**config.mk**
```make
export PLATFORM = sky130hd
export DESIGN_NAME = fetch_unit
export DESIGN_NICKNAME = d
export VERILOG_FILES = /design/src/rtl/fetch_unit.sv
export SDC_FILE = /design/constraint.sdc
export NUM_CORES = 1
export LEC_CHECK = 0
export ABC_AREA = 0
export BUFFER_PORTS_ARGS = -buffer_cell sky130_fd_sc_hd__buf_2
export CELL_PAD_IN_SITES_DETAIL_PLACEMENT = 0
export CELL_PAD_IN_SITES_GLOBAL_PLACEMENT = 2
export CORE_ASPECT_RATIO = 0.75
export CORE_MARGIN = 2
export CORE_UTILIZATION = 37
export DETAILED_ROUTE_END_ITERATION = 10
export PLACE_DENSITY_LB_ADDON = 0.1
export SLEW_MARGIN = 0
export SYNTH_ARGS = -nofsm -noshare
export SYNTH_HDL_FRONTEND = slang
export SYNTH_SLANG_ARGS = --single-unit
export TNS_END_PERCENT = 30
```
**constraint.sdc**
```tcl
create_clock -name clk -period 2.5 [get_ports clk]
set_clock_uncertainty 0.15 [all_clocks]
set_input_delay 0.75 -clock clk [delete_from_list [all_inputs] [get_ports clk]]
set_output_delay 0.75 -clock clk [all_outputs]
set_load 0.02 [all_outputs]
```
**src/rtl/fetch_unit.sv**
```systemverilog
// Instruction fetch unit: issues word fetches to instruction memory and
// buffers returned words in a small in-order queue for the datapath.
// Redirects flush the queue and restart fetching at a new address; a
// request already on the bus is always allowed to finish, its data dropped.
module fetch_unit #(
  parameter logic [31:0] RESET_PC = 32'h0000_0000,
  parameter int          DEPTH    = 2
) (
  input  logic        clk,
  input  logic        rst,
  output logic        imem_req,
  output logic [31:0] imem_addr,
  input  logic        imem_ack,
  input  logic [31:0] imem_rdata,
  output logic        inst_valid,
  output logic [31:0] inst_out,
  output logic [31:0] inst_pc,
  input  logic        inst_ready,
  input  logic        redirect,
  input  logic [31:0] redirect_pc
);

  typedef enum logic [1:0] {
    S_IDLE = 2'd0,  // nothing outstanding on the memory bus
    S_WAIT = 2'd1,  // request outstanding, returned word will be queued
    S_DROP = 2'd2   // request outstanding, returned word is stale
  } state_e;

  state_e      state_q, state_d;
  logic [1:0]  count_q, count_d;
  logic [1:0]  count_mid;
  logic [31:0] fetch_pc_q, fetch_pc_d;
  logic        imem_req_q, imem_req_d;
  logic [31:0] imem_addr_q, imem_addr_d;
  logic [31:0] q_inst_q [DEPTH];
  logic [31:0] q_inst_d [DEPTH];
  logic [31:0] q_pc_q   [DEPTH];
  logic [31:0] q_pc_d   [DEPTH];
  logic        enq, deq, issue;
  logic [31:0] redirect_base;
  logic        unused_redirect_lsb;

  // Redirect targets are always word aligned; the low two bits carry no meaning.
  assign redirect_base       = {redirect_pc[31:2], 2'b00};
  assign unused_redirect_lsb = ^redirect_pc[1:0];

  // Queue update: head always sits in slot 0 so the outputs come straight from flops.
  always_comb begin
    q_inst_d  = q_inst_q;
    q_pc_d    = q_pc_q;
    count_mid = count_q;
    count_d   = count_q;
    deq       = (count_q != 2'd0) && inst_ready && !redirect;
    enq       = (state_q == S_WAIT) && imem_ack && !redirect;
    if (redirect) begin
      count_d = 2'd0;
    end else begin
      if (deq) begin
        q_inst_d[0] = q_inst_q[1];
        q_pc_d[0]   = q_pc_q[1];
        count_mid   = count_q - 2'd1;
      end
      count_d = count_mid;
      if (enq && (count_mid < 2'(DEPTH))) begin
        q_inst_d[count_mid[0]] = imem_rdata;
        q_pc_d[count_mid[0]]   = fetch_pc_q;
        count_d                = count_mid + 2'd1;
      end
    end
  end

  // Fetch control: a new request is launched whenever the bus is (or becomes)
  // free and the queue will still have room once that request returns.
  always_comb begin
    fetch_pc_d = fetch_pc_q;
    if (redirect) begin
      fetch_pc_d = redirect_base;
    end else if (enq) begin
      fetch_pc_d = fetch_pc_q + 32'd4;
    end

    issue = !redirect && (count_d < 2'(DEPTH)) &&
            ((state_q == S_IDLE) || imem_ack);

    state_d = state_q;
    case (state_q)
      S_IDLE: begin
        if (issue) state_d = S_WAIT;
      end
      S_WAIT: begin
        if (redirect)      state_d = imem_ack ? S_IDLE : S_DROP;
        else if (imem_ack) state_d = issue ? S_WAIT : S_IDLE;
      end
      S_DROP: begin
        if (imem_ack)      state_d = issue ? S_WAIT : S_IDLE;
      end
      default: state_d = S_IDLE;
    endcase

    imem_req_d  = (state_d != S_IDLE);
    imem_addr_d = issue ? fetch_pc_d : imem_addr_q;
  end

  // State, queue and bus-output registers; reset abandons any in-flight request.
  always_ff @(posedge clk or negedge rst) begin
    if (!rst) begin
      state_q     <= S_IDLE;
      count_q     <= 2'd0;
      fetch_pc_q  <= RESET_PC;
      imem_req_q  <= 1'b0;
      imem_addr_q <= 32'd0;
      for (int i = 0; i < DEPTH; i++) begin
        q_inst_q[i] <= 32'd0;
        q_pc_q[i]   <= 32'd0;
      end
    end else begin
      state_q     <= state_d;
      count_q     <= count_d;
      fetch_pc_q  <= fetch_pc_d;
      imem_req_q  <= imem_req_d;
      imem_addr_q <= imem_addr_d;
      q_inst_q    <= q_inst_d;
      q_pc_q      <= q_pc_d;
    end
  end

  assign imem_req   = imem_req_q;
  assign imem_addr  = imem_addr_q;
  assign inst_valid = (count_q != 2'd0);
  assign inst_out   = q_inst_q[0];
  assign inst_pc    = q_pc_q[0];

endmodule

```
# After elaboration in Yosys (flattened, before gate mapping)
# Cells that the tools add are included.
[op_classes]
eq_ne = 2
mux = 22
add_sub_neg = 3
n_bitwise = 2
order_cmp = 4
reduce_logical = 14
[op_table]
columns = ["op", "count"]
rows = [
  ["2-to-1 mux 32 bit", 7],
  ["bitwise mux 64 bit", 2],
  ["2-to-1 mux 64 bit", 2],
  ["adder 32 x 3 -> 32 bit, second input constant", 1],
  ["demux 32 bit (select 1 bit)", 1],
  ["2-to-1 mux 2 bit", 8],
  ["logical AND 1 bit", 8],
  ["one-hot mux 2 bit (3 select lines)", 1],
  ["less-than comparator 2 bit, second input constant", 2],
  ["nonzero test 2 bit", 2],
  ["adder 2 x 1 -> 2 bit, second input constant", 1],
  ["equality test 2 x 1 -> 1 bit, second input constant", 1],
  ["equality test 2 bit, second input constant", 1],
  [">= comparator 2 bit, second input constant", 1],
  ["logical NOT 2 bit", 1],
  ["less-than comparator 2 x 1 -> 1 bit, second input constant", 1],
  ["NOT 1 -> 2 bit", 1],
  ["AND reduction 2 bit", 1],
  ["subtractor 2 x 1 -> 2 bit, second input constant", 1],
  ["logical NOT 1 bit", 1],
  ["logical OR 1 bit", 1],
  ["2-to-1 mux 1 bit", 1],
  ["NOT 1 bit", 1],
]
[word_totals]
input_bits = 69
ff_bits = 197
wordCells = 56
output_inout_bits = 98

# Depth between registers and ports, before layout
[logic_depth]
word_depth = 17
mapped_depth = 9
depth_no_buf = 7

# Worst setup path after synthesis
# No wires, ideal clock.
[synth_path]
path_type = "in2reg"
start = "input port imem_ack"
end = "register imem_addr_q[29], in the netlist imem_addr[29]"
arrival_ns = 2.142
setup_ns = 0.128
n_path_buf = 2
setup_slack_ns = 0.080
path_stages = 7
cell_sequence = "buf_4 -> nand4bb_1 -> buf_6 -> nor4b_4 -> nand4_1 -> xnor2_1 -> mux2_1"
[synth_via]
elab_chain_cells = 8
[synth_lines]
columns = ["element", "line_no", "rtl"]
rows = [
  ["from (decl)", "13", "input logic imem_ack,"],
  ["logical AND 1 bit (2 in a row)", "54", "enq = (state_q == S_WAIT) && imem_ack && !redirect;"],
  ["logical AND 1 bit", "64", "if (enq && (count_mid < 2'(DEPTH))) begin"],
  ["2-to-1 mux 2 bit", "64", ""],
  ["2-to-1 mux 2 bit", "55", "if (redirect) begin"],
  ["less-than comparator 2 bit", "82", "issue = !redirect && (count_d < 2'(DEPTH)) &&"],
  ["logical AND 1 bit (2 in a row)", "82", ""],
  ["to (signal assigned)", "121", "imem_addr_q <= imem_addr_d;"],
  ["to (decl)", "34", "logic [31:0] imem_addr_q, imem_addr_d;"],
]
# Several ways; a longest one is shown, not always the timed one.
# A chain may end at the register's enable or synchronous reset.

==> results_tabular.tex <==
\begin{tabular}{lr}
\hline
Metric & Value \\
\hline
\multicolumn{2}{l}{\textbf{Layout}} \\
Area growth syn-to-layout & 18.2\% \\
Final design utilization & 44.9\% \\
Net count of the finished layout & around 980 \\
Number of diodes added for antenna fixing & 0 \\
Number of filler cells placed in the layout & approximately 2300 \\
Area used by sequential logic in the layout & just under 5000 µm² \\
Area occupied by multi-input gates & 3520 µm² \\
Layout cells sized above 1 & 37.2\% \\
\multicolumn{2}{l}{\textbf{Setup path}} \\
Kind of start point of the critical path & flop \\
Class of the most critical setup path & reg -> reg \\
Largest fanout on the critical path & 28 \\
Critical Path Sink Type & flop \\
WP data required & 2670 ps \\
CP Data Arrival Time & 2530 ps \\
\multicolumn{2}{l}{\textbf{Drt}} \\
1st-iter DRT viols & between 300 and 400 \\
Number of detailed-route iterations in the first pass & 4 \\
Wire length reported by the detailed router & 20900 µm \\
Wirelength per Cell & 16.8 µm \\
Count of antenna-violating nets left after detailed routing & 0 \\
Vias per Instance & 4.84 \\
DRC violation count after routing & 0 \\
Total number of vias & 6037 \\
\multicolumn{2}{l}{\textbf{Synthesis}} \\
Syn\_nets & $\sim$860 \\
Dominant cells by area after synthesis & sky130\_fd\_sc\_hd\_\_dfrtp\_1, sky130\_fd\_sc\_hd\_\_mux2\_2, sky130\_fd\_sc\_hd\_\_mux2i\_1 \\
Async set-reset flop share out of synthesis & 100\% \\
Yosys warning total & 0 \\
Proportion of synthesized chip area in sequential cells & 53.6\% \\
Cell type contributing the most total cell area after synthesis & sky130\_fd\_sc\_hd\_\_dfrtp\_1 \\
Syn Inst Count & $\sim$800 \\
Post-Syn Area per Cell & 11.6 µm² \\
Number of register bits inferred by synthesis & $\sim$200 \\
Area share of the largest cell type after synthesis & a little over half \\
Number of distinct library cell variants in the gate-level netlist after synthesis & 49 \\
Post-synthesis instance area & 9190 µm² \\
Post-synth EDFFs & 0 \\
Most instantiated flip-flop cell in the synthesis netlist & sky130\_fd\_sc\_hd\_\_dfrtp\_1 \\
\multicolumn{2}{l}{\textbf{Run}} \\
Max-cap violation count & 0 \\
\multicolumn{2}{l}{\textbf{Timing}} \\
Unrepaired setup endpoints after global routing & no \\
Time the worst path needs with I/O delays and setup & 2360 ps \\
Crit share post-route & 94.4\% \\
Slew headroom & 64.7\% \\
Worst-margin pin slew & 526 ps \\
Final hold violation count & 0 \\
Min Hold Slack & 120 ps \\
Max-slew violation count & 0 \\
Post-route worst setup slack & 140 ps \\
Fmax & around 420 MHz \\
Setup violations, final & 0 \\
\multicolumn{2}{l}{\textbf{Global routing}} \\
Global-route total usage across every layer & 16.6\% \\
Antenna violations before repair & 0 \\
Pin count of the biggest net entering global routing & 65 \\
Via count of the first global-routing pass & $\sim$6300 \\
Global-route wire length before repair & 33400 µm \\
Global route total overflow & 0 \\
\multicolumn{2}{l}{\textbf{Clock network}} \\
Root buffer cell & sky130\_fd\_sc\_hd\_\_clkbuf\_16 \\
CTS tree & built \\
Clock latency of the later-clocked register in the worst-skew pair & 430 ps \\
Clock Tree Buf Depth & 2 \\
Clock-pin slew reported for the worst setup and hold paths after clock tree synthesis & 70 ps \\
Number of buffers inserted for hold repair after clock tree synthesis & 0 \\
Number of H-tree levels & 4 \\
CTS Buf Count & 17 \\
Clock sink total & 197 \\
\# Post-CTS Setup Buffers & 0 \\
\multicolumn{2}{l}{\textbf{Place}} \\
Worst Setup Slack post-DPL & -184 ps \\
Port bufs & 164 \\
HPWL after detailed placement & about 15000 µm \\
GPL Wtd Cong & 0.763 \\
\multicolumn{2}{l}{\textbf{Pwr}} \\
Power density normalized to cell area & roughly 1200 nW/µm² \\
Leakage & 5.07 nW \\
Peak ir drop on the vdd network & 0.000530 V \\
\multicolumn{2}{l}{\textbf{Die}} \\
Total Die Area & 26100 µm² \\
Die height & 141 µm \\
Horizontal die dimension & 186 µm \\
Floorplan row count & 49 \\
Initial Utilization & 38.0\% \\
Area inside the core boundary & roughly 24000 µm² \\
Total I/O pin count & 167 \\
\multicolumn{2}{l}{\textbf{Run status}} \\
Outcome & complete, no violations \\
\multicolumn{2}{l}{\textbf{Hold path}} \\
Hold Crit Class & in -> async \\
\hline
\end{tabular}
[timing repair]
item	4_1_cts	5_1_grt
setup endpoints to repair	0	5
hold endpoints to repair	0	0
resized for setup	0	1
[cell usage in the layout, fill, tap and decap left out, drive strengths merged, types with 2 or more instances in the layout]
master and count:
a21o 4, a21oi 85, a31o 2, and3 8
and4 3, buf 204, bufinv 6, clkbuf 20
clkinv 3, dfrtp 197, ha 2, inv 17
mux2 99, mux2i 65, nand2 27, nand3 15
nand3b 2, nand4 9, nor2 76, nor2b 3
nor3 5, nor4 6, o21ai 24, xnor2 17
xor2 4
[critical path, cell delays in order, from the launching register on]
cell                      delay (ps)
sky130_fd_sc_hd__dfrtp_1         420
sky130_fd_sc_hd__inv_1           110
sky130_fd_sc_hd__ha_1            280
sky130_fd_sc_hd__nor3b_4          70
sky130_fd_sc_hd__buf_4           150
sky130_fd_sc_hd__and3_1          200
sky130_fd_sc_hd__o21ai_4         240
sky130_fd_sc_hd__buf_12          250
sky130_fd_sc_hd__mux2_2          360
[area by class of cell]
type,count,share of cell area (%)
inverter,15,0.518
timing repair buffer,205,11.7
clock buffer,19,4.17
clock inverter,12,2.06
multi-input combinational,469,32.4
sequential,197,45.4
tap,331,3.81
[cell usage after synthesis, drive strengths merged (9+ instances only)]
library cell / number
o21ai: 24
nand4: 9
mux2: 99
clkbuf: 14
nor2: 76
xnor2: 17
nand2: 27
mux2i: 65
dfrtp: 197
a21oi: 85
inv: 15
nand3: 15
buf: 95
[kinds of logic (layout without fill, tap and decap cells)]
family | count (synthesis) | in the layout | share of synthesized area (%)
flip-flops | 197 | 197 | 53.6
multiplexers | 164 | 164 | 19.2
AND/OR/NAND/NOR | 160 | 160 | 9.17
buffers and inverters | 124 | 251 | 8.49
AO/OA/AOI/OAI | 122 | 122 | 7.23
XOR/XNOR | 21 | 21 | 2.00
adder cells (fa/ha/maj) | 2 | 2 | 0.272
[per-stage QoR]
step,cell area (µm²),setup TNS (ps),cells,power (mW)
3_3_place_gp,10200,-2790,1217,9.61
2_1_floorplan,9190,0,790,8.81
5_1_grt,10900,0,1248,13.6
6_report,10900,0,1248,12.8
3_5_place_dp,10200,-4550,1217,9.81
4_1_cts,10900,0,1248,13.0
[routing by layer]
layer	GRT usage, %	up-vias	routed length [µm]
met5	0	-	0
met4	3.77	0	155
met3	4.47	11	1040
met2	27.8	112	10300
met1	21.3	3004	9490
li1	-	2910	-
[report_power, final]
part / leakage [nW] / internal (mW) / switching [mW] / total [mW]
combinational: 2.31 / 1.92 / 2.52 / 4.44
clock: 0.330 / 1.93 / 1.22 / 3.15
sequential: 2.43 / 4.48 / 0.748 / 5.22
total: 5.07 / 8.32 / 4.49 / 12.8
[worst paths after layout]
kind                               start                         end  slack (ps)  cells past startpoint
hold reg to reg            imem_addr[15]               imem_addr[15]         330                      2
setup / recovery              count_q[1]                        flop         140                      8
min in group clk           imem_addr[15]               imem_addr[15]         330                      2
hold / removal                       rst  asynchronous set/reset pin         120                      1
max in group asynchronous            rst              fetch_pc_q[24]        1430                      2
setup reg to reg              count_q[1]                        flop         140                      8
Note: power is estimated with default switching activity, not from simulation.
